$ cat config.mk
export PLATFORM = sky130hd
export DESIGN_NAME = rx_chan_serializer
export DESIGN_NICKNAME = d
export VERILOG_FILES = /design/src/rtl/rx_chan_serializer.sv
export SDC_FILE = /design/constraint.sdc
export NUM_CORES = 1
export LEC_CHECK = 0
export ABC_AREA = 0
export BUFFER_PORTS_ARGS = -buffer_cell sky130_fd_sc_hd__buf_4
export CORE_ASPECT_RATIO = 0.7
export CORE_UTILIZATION = 55
export CTS_CLUSTER_SIZE = 30
export DETAILED_ROUTE_END_ITERATION = 7
export HOLD_SLACK_MARGIN = 0.05
export PLACE_DENSITY_LB_ADDON = 0.15
export REMOVE_ABC_BUFFERS = 1
export SYNTH_ARGS = -nofsm -noshare
export SYNTH_HDL_FRONTEND = slang
export SYNTH_SLANG_ARGS = --single-unit
$ cat constraint.sdc
create_clock -name clock -period 6.3 [get_ports clock]
set_clock_uncertainty 0.15 [all_clocks]
set_input_delay 1.26 -clock clock [delete_from_list [all_inputs] [get_ports clock]]
set_output_delay 1.26 -clock clock [all_outputs]
set_load 0.05 [all_outputs]
$ cat src/rtl/rx_chan_serializer.sv
// rx_chan_serializer: captures one multi-channel sample set per rxstrobe and
// streams it out one channel word per cycle, with a settings-bus mode register
// selecting pass-through, counter or constant-pattern words.
module rx_chan_serializer #(
    parameter int         NCHAN = 2,
    parameter int         WIDTH = 16,
    parameter logic [6:0] ADDR  = 7'd0
) (
    input  logic                   clock,
    input  logic                   reset,
    input  logic                   enable,
    input  logic                   serial_strobe,
    input  logic [6:0]             serial_addr,
    input  logic [31:0]            serial_data,
    input  logic                   rxstrobe,
    input  logic [NCHAN*WIDTH-1:0] ch_in,
    input  logic [3:0]             numchan,
    input  logic                   clear_status,
    output logic [WIDTH-1:0]       out_data,
    output logic [2:0]             out_chan,
    output logic                   out_valid,
    output logic                   out_first,
    output logic                   overrun
);

    localparam logic [3:0] NCHAN_C = 4'(NCHAN);

    typedef enum logic {IDLE, SHIFT} state_t;

    state_t                 state_q;
    logic [1:0]             mode_q;
    logic [WIDTH-1:0]       pattern_q, pattern_d;
    logic [WIDTH-1:0]       cnt_q;
    logic [2:0]             idx_q, idx_d;
    logic [3:0]             nc_q, nc_d;
    logic [7:0][WIDTH-1:0]  hold_q;
    logic [7:0][WIDTH-1:0]  word;
    logic [WIDTH-1:0]       out_data_q;
    logic [2:0]             out_chan_q;
    logic                   out_valid_q, out_first_q, overrun_q;
    logic                   last_word, accept, ovr_evt;
    logic                   unused_sd;

    // Only the mode bits and the pattern field of the write word are decoded.
    assign unused_sd = ^serial_data;

    // Pattern field is the top half of the write word, fitted to WIDTH.
    if (WIDTH <= 16) begin : g_pat_narrow
        assign pattern_d = serial_data[16 +: WIDTH];
    end else begin : g_pat_wide
        assign pattern_d = {{(WIDTH-16){1'b0}}, serial_data[31:16]};
    end

    // Candidate burst words; slots beyond NCHAN are padding and never emitted.
    for (genvar k = 0; k < 8; k++) begin : g_word
        if (k < NCHAN) begin : g_live
            assign word[k] = (mode_q == 2'd1) ? cnt_q + WIDTH'(k) :
                             (mode_q == 2'd2) ? pattern_q :
                                                ch_in[k*WIDTH +: WIDTH];
        end else begin : g_pad
            assign word[k] = '0;
        end
    end

    // Effective channel count, clamped to 1..NCHAN.
    always_comb begin
        nc_d = numchan;
        if (numchan == 4'd0)         nc_d = 4'd1;
        else if (numchan > NCHAN_C)  nc_d = NCHAN_C;
    end

    // A new sample set is only taken when the word on the outputs is the last
    // of its burst (or nothing is being sent); otherwise it is an overrun.
    assign idx_d     = idx_q + 3'd1;
    assign last_word = ({1'b0, idx_q} == nc_q - 4'd1);
    assign accept    = enable && rxstrobe && (state_q == IDLE || last_word);
    assign ovr_evt   = enable && rxstrobe && (state_q == SHIFT) && !last_word;

    // Settings register: mode and constant pattern.
    always_ff @(posedge clock or posedge reset) begin
        if (reset) begin
            mode_q    <= 2'd0;
            pattern_q <= '0;
        end else if (serial_strobe && serial_addr == ADDR) begin
            mode_q    <= serial_data[1:0];
            pattern_q <= pattern_d;
        end
    end

    // Capture/shift FSM; outputs are registered so word 0 appears the cycle
    // after the accepting strobe, and the outputs always show hold[idx].
    always_ff @(posedge clock or posedge reset) begin
        if (reset) begin
            state_q     <= IDLE;
            idx_q       <= 3'd0;
            nc_q        <= 4'd1;
            cnt_q       <= '0;
            hold_q      <= '0;
            out_data_q  <= '0;
            out_chan_q  <= 3'd0;
            out_valid_q <= 1'b0;
            out_first_q <= 1'b0;
            overrun_q   <= 1'b0;
        end else begin
            if (clear_status) overrun_q <= 1'b0;
            if (ovr_evt)      overrun_q <= 1'b1;

            if (!enable) begin
                state_q     <= IDLE;
                idx_q       <= 3'd0;
                cnt_q       <= '0;
                out_valid_q <= 1'b0;
                out_first_q <= 1'b0;
            end else if (accept) begin
                state_q     <= SHIFT;
                idx_q       <= 3'd0;
                nc_q        <= nc_d;
                hold_q      <= word;
                cnt_q       <= cnt_q + WIDTH'(nc_d);
                out_data_q  <= word[0];
                out_chan_q  <= 3'd0;
                out_valid_q <= 1'b1;
                out_first_q <= 1'b1;
            end else if (state_q == SHIFT) begin
                if (last_word) begin
                    state_q     <= IDLE;
                    out_valid_q <= 1'b0;
                    out_first_q <= 1'b0;
                end else begin
                    idx_q       <= idx_d;
                    out_data_q  <= hold_q[idx_d];
                    out_chan_q  <= idx_d;
                    out_first_q <= 1'b0;
                end
            end
        end
    end

    assign out_data  = out_data_q;
    assign out_chan  = out_chan_q;
    assign out_valid = out_valid_q;
    assign out_first = out_first_q;
    assign overrun   = overrun_q;

endmodule

Yosys cells after proc, flatten, opt, wreduce, memory -nomap -nowiden
Cells that the tools add are included.
{"block": "word_totals", "reg_bits": 96, "in_bits": 81, "output_inout_bits": 22}
{"block": "classes", "add_sub_neg": 4, "order_cmp": 2, "n_eq_ne": 8, "n_mux": 30, "n_bitwise": 1, "n_reduce_logical": 15}
{"cell": "$mux W16", "count": 10}
{"cell": "$bmux W16 S3", "count": 1}
{"cell": "$add A16 B1 Y16 const B", "count": 1}
{"cell": "$add A16 B4 Y16", "count": 1}
{"cell": "$mux W1", "count": 13}
{"cell": "$mux W3", "count": 4}
{"cell": "$mux W4", "count": 2}
{"cell": "$logic_not A7 Y1", "count": 1}
{"cell": "$ne A3 B1 Y1 const B", "count": 2}
{"cell": "$reduce_and A2 Y1", "count": 3}
{"cell": "$logic_and A1 B1 Y1", "count": 5}
{"cell": "$eq A3 B4 Y1", "count": 1}
{"cell": "$gt A4 B2 Y1 const B", "count": 1}
{"cell": "$logic_not A4 Y1", "count": 1}
{"cell": "$lt A3 B4 Y1 const B", "count": 1}
{"cell": "$ne A2 B1 Y1 const B", "count": 2}
{"cell": "$reduce_bool A2 Y1", "count": 2}
{"cell": "$sub A4 B1 Y4 const B", "count": 1}
{"cell": "$add A3 B1 Y3 const B", "count": 1}
{"cell": "$ne A3 B2 Y1 const B", "count": 1}
{"cell": "$reduce_and A3 Y1", "count": 1}
{"cell": "$eq A2 B1 Y1 const B", "count": 1}
{"cell": "$eq A2 B2 Y1 const B", "count": 1}
{"cell": "$logic_not A1 Y1", "count": 1}
{"cell": "other kinds (2)", "count": 2}

Logic depth before layout (Yosys ltp)
{"block": "depth", "depth_word": 6, "ltp_mapped": 9, "ltp_nobuf": 9}

Least setup slack after synthesis
Ideal clock, no wire load.
{"block": "synth_path", "path_type": "input -> register", "start": "input numchan[1]", "end": "register cnt_q[10]", "setup_time_ns": 0.078, "arrival_ns": 3.216, "path_slack_ns": 2.856, "stages": 9, "n_path_buf": 0, "path_cell_list": "or3_1 -> inv_1 -> ha_1 -> fa_1 -> a21o_1 -> a21oi_1 -> nor2_1 -> or4b_1 -> a21oi_1"}
{"block": "synth_between", "elab_chain_cells": 6, "elab_cells_between_ends": 7, "cone_classes": "add/sub: 1; order compare: 1; mux: 4; reduce/logical: 1"}
{"item": "from (decl)", "line_no": "17", "rtl": "input logic [3:0] numchan,"}
{"item": "$gt A4 B2 Y1", "line_no": "69", "rtl": "else if (numchan > NCHAN_C) nc_d = NCHAN_C;"}
{"item": "$mux W4", "line_no": "69"}
{"item": "$mux W4 (*)", "line_no": "68", "rtl": "if (numchan == 4'd0) nc_d = 4'd1;"}
{"item": "via nc_d[0]", "line_no": "35", "rtl": "logic [3:0] nc_q, nc_d;"}
{"item": "$add A16 B4 Y16 (*)", "line_no": "119", "rtl": "cnt_q <= cnt_q + WIDTH'(nc_d);"}
{"item": "$mux W16 (*)", "line_no": "114", "rtl": "end else if (accept) begin"}
{"item": "$mux W16 (*)", "line_no": "108", "rtl": "if (!enable) begin"}
{"item": "to (signal assigned)", "line_no": "119"}
{"item": "to (decl)", "line_no": "33", "rtl": "logic [WIDTH-1:0] cnt_q;"}
The timed path passes the listed nets; every way through them passes the cells marked *. The select of a mux whose other input is x is not followed.
A chain may end at the register's enable or synchronous reset.

Worst setup path after layout
{"block": "layout_path", "start": "input numchan[1]", "end": "register cnt_q[8]"}
The elaborated chain is that of the path after synthesis.

==> results.py <==
metrics = {
    "status": {
        "outcome": "finished clean",
    },
    "routing": {
        "detailedRoute.firstPassIterationCount": 5,
        "wirelength_routed_mm": 14.48,
        "detailroute.via_count": 4855,
        "antenna_left": 0,
        "post_drt_via_cell_ratio": 6.169,
        "drt_iter0_drc": 344,
        "drt_drc_violations_left": 0,
        "avgRoutedWirePerCell_um": 18.40,
    },
    "global_route": {
        "first_pass_grt_wire_length_mm": 23.50,
        "grt_start_max_net_pins": 70,
        "grtUsageTotal": 0.2897,
        "antenna_found_initial": 0,
        "globalRoute.totalOverflow": 0,
        "via_count_of_the_first_global_routing_pass": 4654,
    },
    "clock_network": {
        "clockRootBuffer": "clkbuf_16",
        "clk_latency_ns": 0.34,
        "num_cts_buffers": 9,
        "holdBufCountCts": 0,
        "cts_max_level": 3,
        "cts.clk_slew.worst_paths_ns": 0.06,
        "clk_path_buf_depth": 2,
        "cts_tree": "done",
        "cts_resized": 0,
        "post_cts_buffers": 0,
        "numClockSinks": 96,
    },
    "flow_run": {
        "drv_cap": 0,
    },
    "logic_synthesis": {
        "yosys_warnings": 0,
        "synth-edff-count": 0,
        "synth_area_sq_mm": 0.005612,
        "synthesis.instances": 592,
        "synth_seq_area_share": 0.4283,
        "postSynthAreaPerCell_sq_um": 9.479,
        "synth_flop_cell": "dfrtp_1",
        "netlist-cell-type-count": 59,
        "synth.ff_latch_count": 96,
        "asyncSetResetFlopFracSynth": 1.000,
    },
    "timing": {
        "maximum_achievable_frequency_mhz": 277.5,
        "grt_setup_unrepaired": "false",
        "final_period_util": 0.5720,
        "final_critical_path_setup_slack_ns": 2.696,
        "whs_ns": 0.3337,
        "max-slew-margin-rel": 0.1631,
        "timing_hold_violations_final": 0,
        "max_slew.worst_pin.slew_ns": 1.255,
        "setup_tns_ns": 0,
        "time_the_worst_path_needs_with_i_o_delays_and_setup_ns": 3.604,
        "final-max-slew-violation-count": 0,
        "timing.final.setup_violations": 0,
    },
    "critical_path": {
        "critical_path.max_fanout": 8,
        "crit_arrival_ns": 3.71,
        "cpPeakStageDelay_ns": 0.47,
        "cp-start-kind": "input pin",
        "dominant_cell_type_by_count_on_the_critical_path": "a21oi_1",
        "cp_num_buf_inv": 2,
        "setup.worst_path.end_class": "flop",
        "slowest_stage": "or4b_1",
        "critical_path_rt_ns": 6.41,
        "cp_delay_by_family_top": "simple AND/OR/NAND/NOR gates",
        "worstPathCellList": "buf_4, or3_1, inv_1, ha_1, fa_1, a21o_1, a21oi_1, nor2_1, or4b_1, a21oi_1",
        "path_class": "in -> reg",
    },
    "die": {
        "fp.dieH_um": 86.51,
        "fp.dieW_um": 122.7,
        "fp.dieArea_sq_mm": 0.01062,
        "fp-row-count": 30,
        "num_io_pins": 103,
        "floorplan.core_area_sq_mm": 0.009797,
        "initial_utilization": 0.5728,
    },
    "final_layout": {
        "area_delta_synth_final_pct": 17.06,
        "post_route_cells_drive_above_1_share": 0.2322,
        "diodes": 0,
        "nets": 744,
    },
    "place": {
        "port_buffers": 87,
        "dp.final_hpwl_mm": 9.611,
        "dpl_worst_slack_ns": 2.401,
        "globalplace.congestion": 0.8564,
    },
    "power_and_ir_drop": {
        "p_per_area_mw_per_mm2": 360.1,
        "peakVddDrop_v": 0.0002097,
        "power_leakage_uw": 0.002907,
    },
    "min_path": {
        "timing.hold.worst.class": "reg -> reg",
    },
}
per-stage QoR:
step	cells	cell area [sq um]	total power, uW	utilization
4_1_cts	787	6569	2372	0.6705
3_5_place_dp	772	6301	1863	0.6432
5_1_grt	787	6569	2505	0.6705
2_1_floorplan	549	5421	1559	-
3_3_place_gp	772	6301	1824	0.6432
6_report	787	6569	2365	0.6705
synthesized netlist by cell type, types with 10 or more instances:
library cell | count | area [sq um]
dfrtp_1 | 95 | 2377
nand2_1 | 65 | 244.0
o21ai_0 | 47 | 235.2
a21oi_1 | 44 | 220.2
mux2i_1 | 38 | 380.4
nor2_1 | 35 | 131.4
mux2_2 | 34 | 382.9
clkbuf_1 | 23 | 86.33
a211oi_1 | 19 | 142.6
nor3_1 | 17 | 85.08
buf_2 | 16 | 80.08
o22a_1 | 16 | 140.1
inv_1 | 11 | 41.29
xor2_1 | 10 | 87.58
sequential cells by signal, indices dropped and copies added (netlist names):
register and cells:
hold_q 32, cnt_q 16, out_data 16, pattern_q 16
nc_q 4, idx_q 3, out_chan 3, mode_q 2
out_first 1, out_valid 1, overrun 1, state_q 1
worst min-delay path: cells and delay by family (launching register included):
kind | cells | cell delay, ns
DFF | 1 | 0.34
AOI/OAI and AO/OA | 1 | 0.06
and+or+nand+nor | 1 | 0.05
logic make-up after synthesis:
group | synth area share
AO/OA/AOI/OAI | 0.2047
adder cells (fa/ha/maj) | 0.01917
XOR/XNOR | 0.02809
buffers and inverters | 0.04258
other | 0.0006683
flip-flops | 0.4283
multiplexers | 0.1360
AND/OR/NAND/NOR | 0.1405
routing by layer:
metal	wire length (um)	vias up	global-route usage
met4	201	0	0.09534
li1	-	2290	-
met3	1044	13	0.05329
met1	6398	2358	0.3913
met2	6832	194	0.4714
met5	0	-	0
layout by cell type, fill, tap and decap left out, drive strengths merged, types with 8 or more instances in the layout:
cell type,count
buf,95
dfrtp,95
nand2,65
o21ai,49
a21oi,45
mux2i,38
nor2,35
mux2,34
a211oi,19
nor3,18
o22a,16
clkbuf,15
inv,12
xor2,10
a221oi,9
nand3,9
xnor2,8
nor2b,8
area by class of cell:
class,instances,area [sq um]
clock buffer,15,267.8
inverter,12,47.55
sequential,96,2405
timing repair buffer,95,713.2
multi-input combinational,441,2975
tap,128,160.2
fill,806,3228
where the power goes:
group	leakage (uW)	total, uW	internal [uW]	switching, uW
Sequential	0.00123	903	790	113
Combinational	0.00155	956	347	610
Clock	0.000130	506	288	218
Total	0.00291	2370	1420	941
final timing paths:
| check | start | end | slack (ns) | depth (start not counted) |
|---|---|---|---|---|
| max in group asynchronous | reset | hold_q[7] | 4.05 | 3 |
| worst max register to register | nc_q[0] | out_data[2] | 3.04 | 7 |
| worst min-delay path | hold_q[25] | hold_q[25] | 0.33 | 2 |
| worst max-delay path | numchan[1] | cnt_q[8] | 2.70 | 10 |
| worst min register to register | hold_q[25] | hold_q[25] | 0.33 | 2 |
| min in group asynchronous | reset | pattern_q[6] | 0.82 | 2 |
No activity file was read; power rests on OpenSTA's default activity.
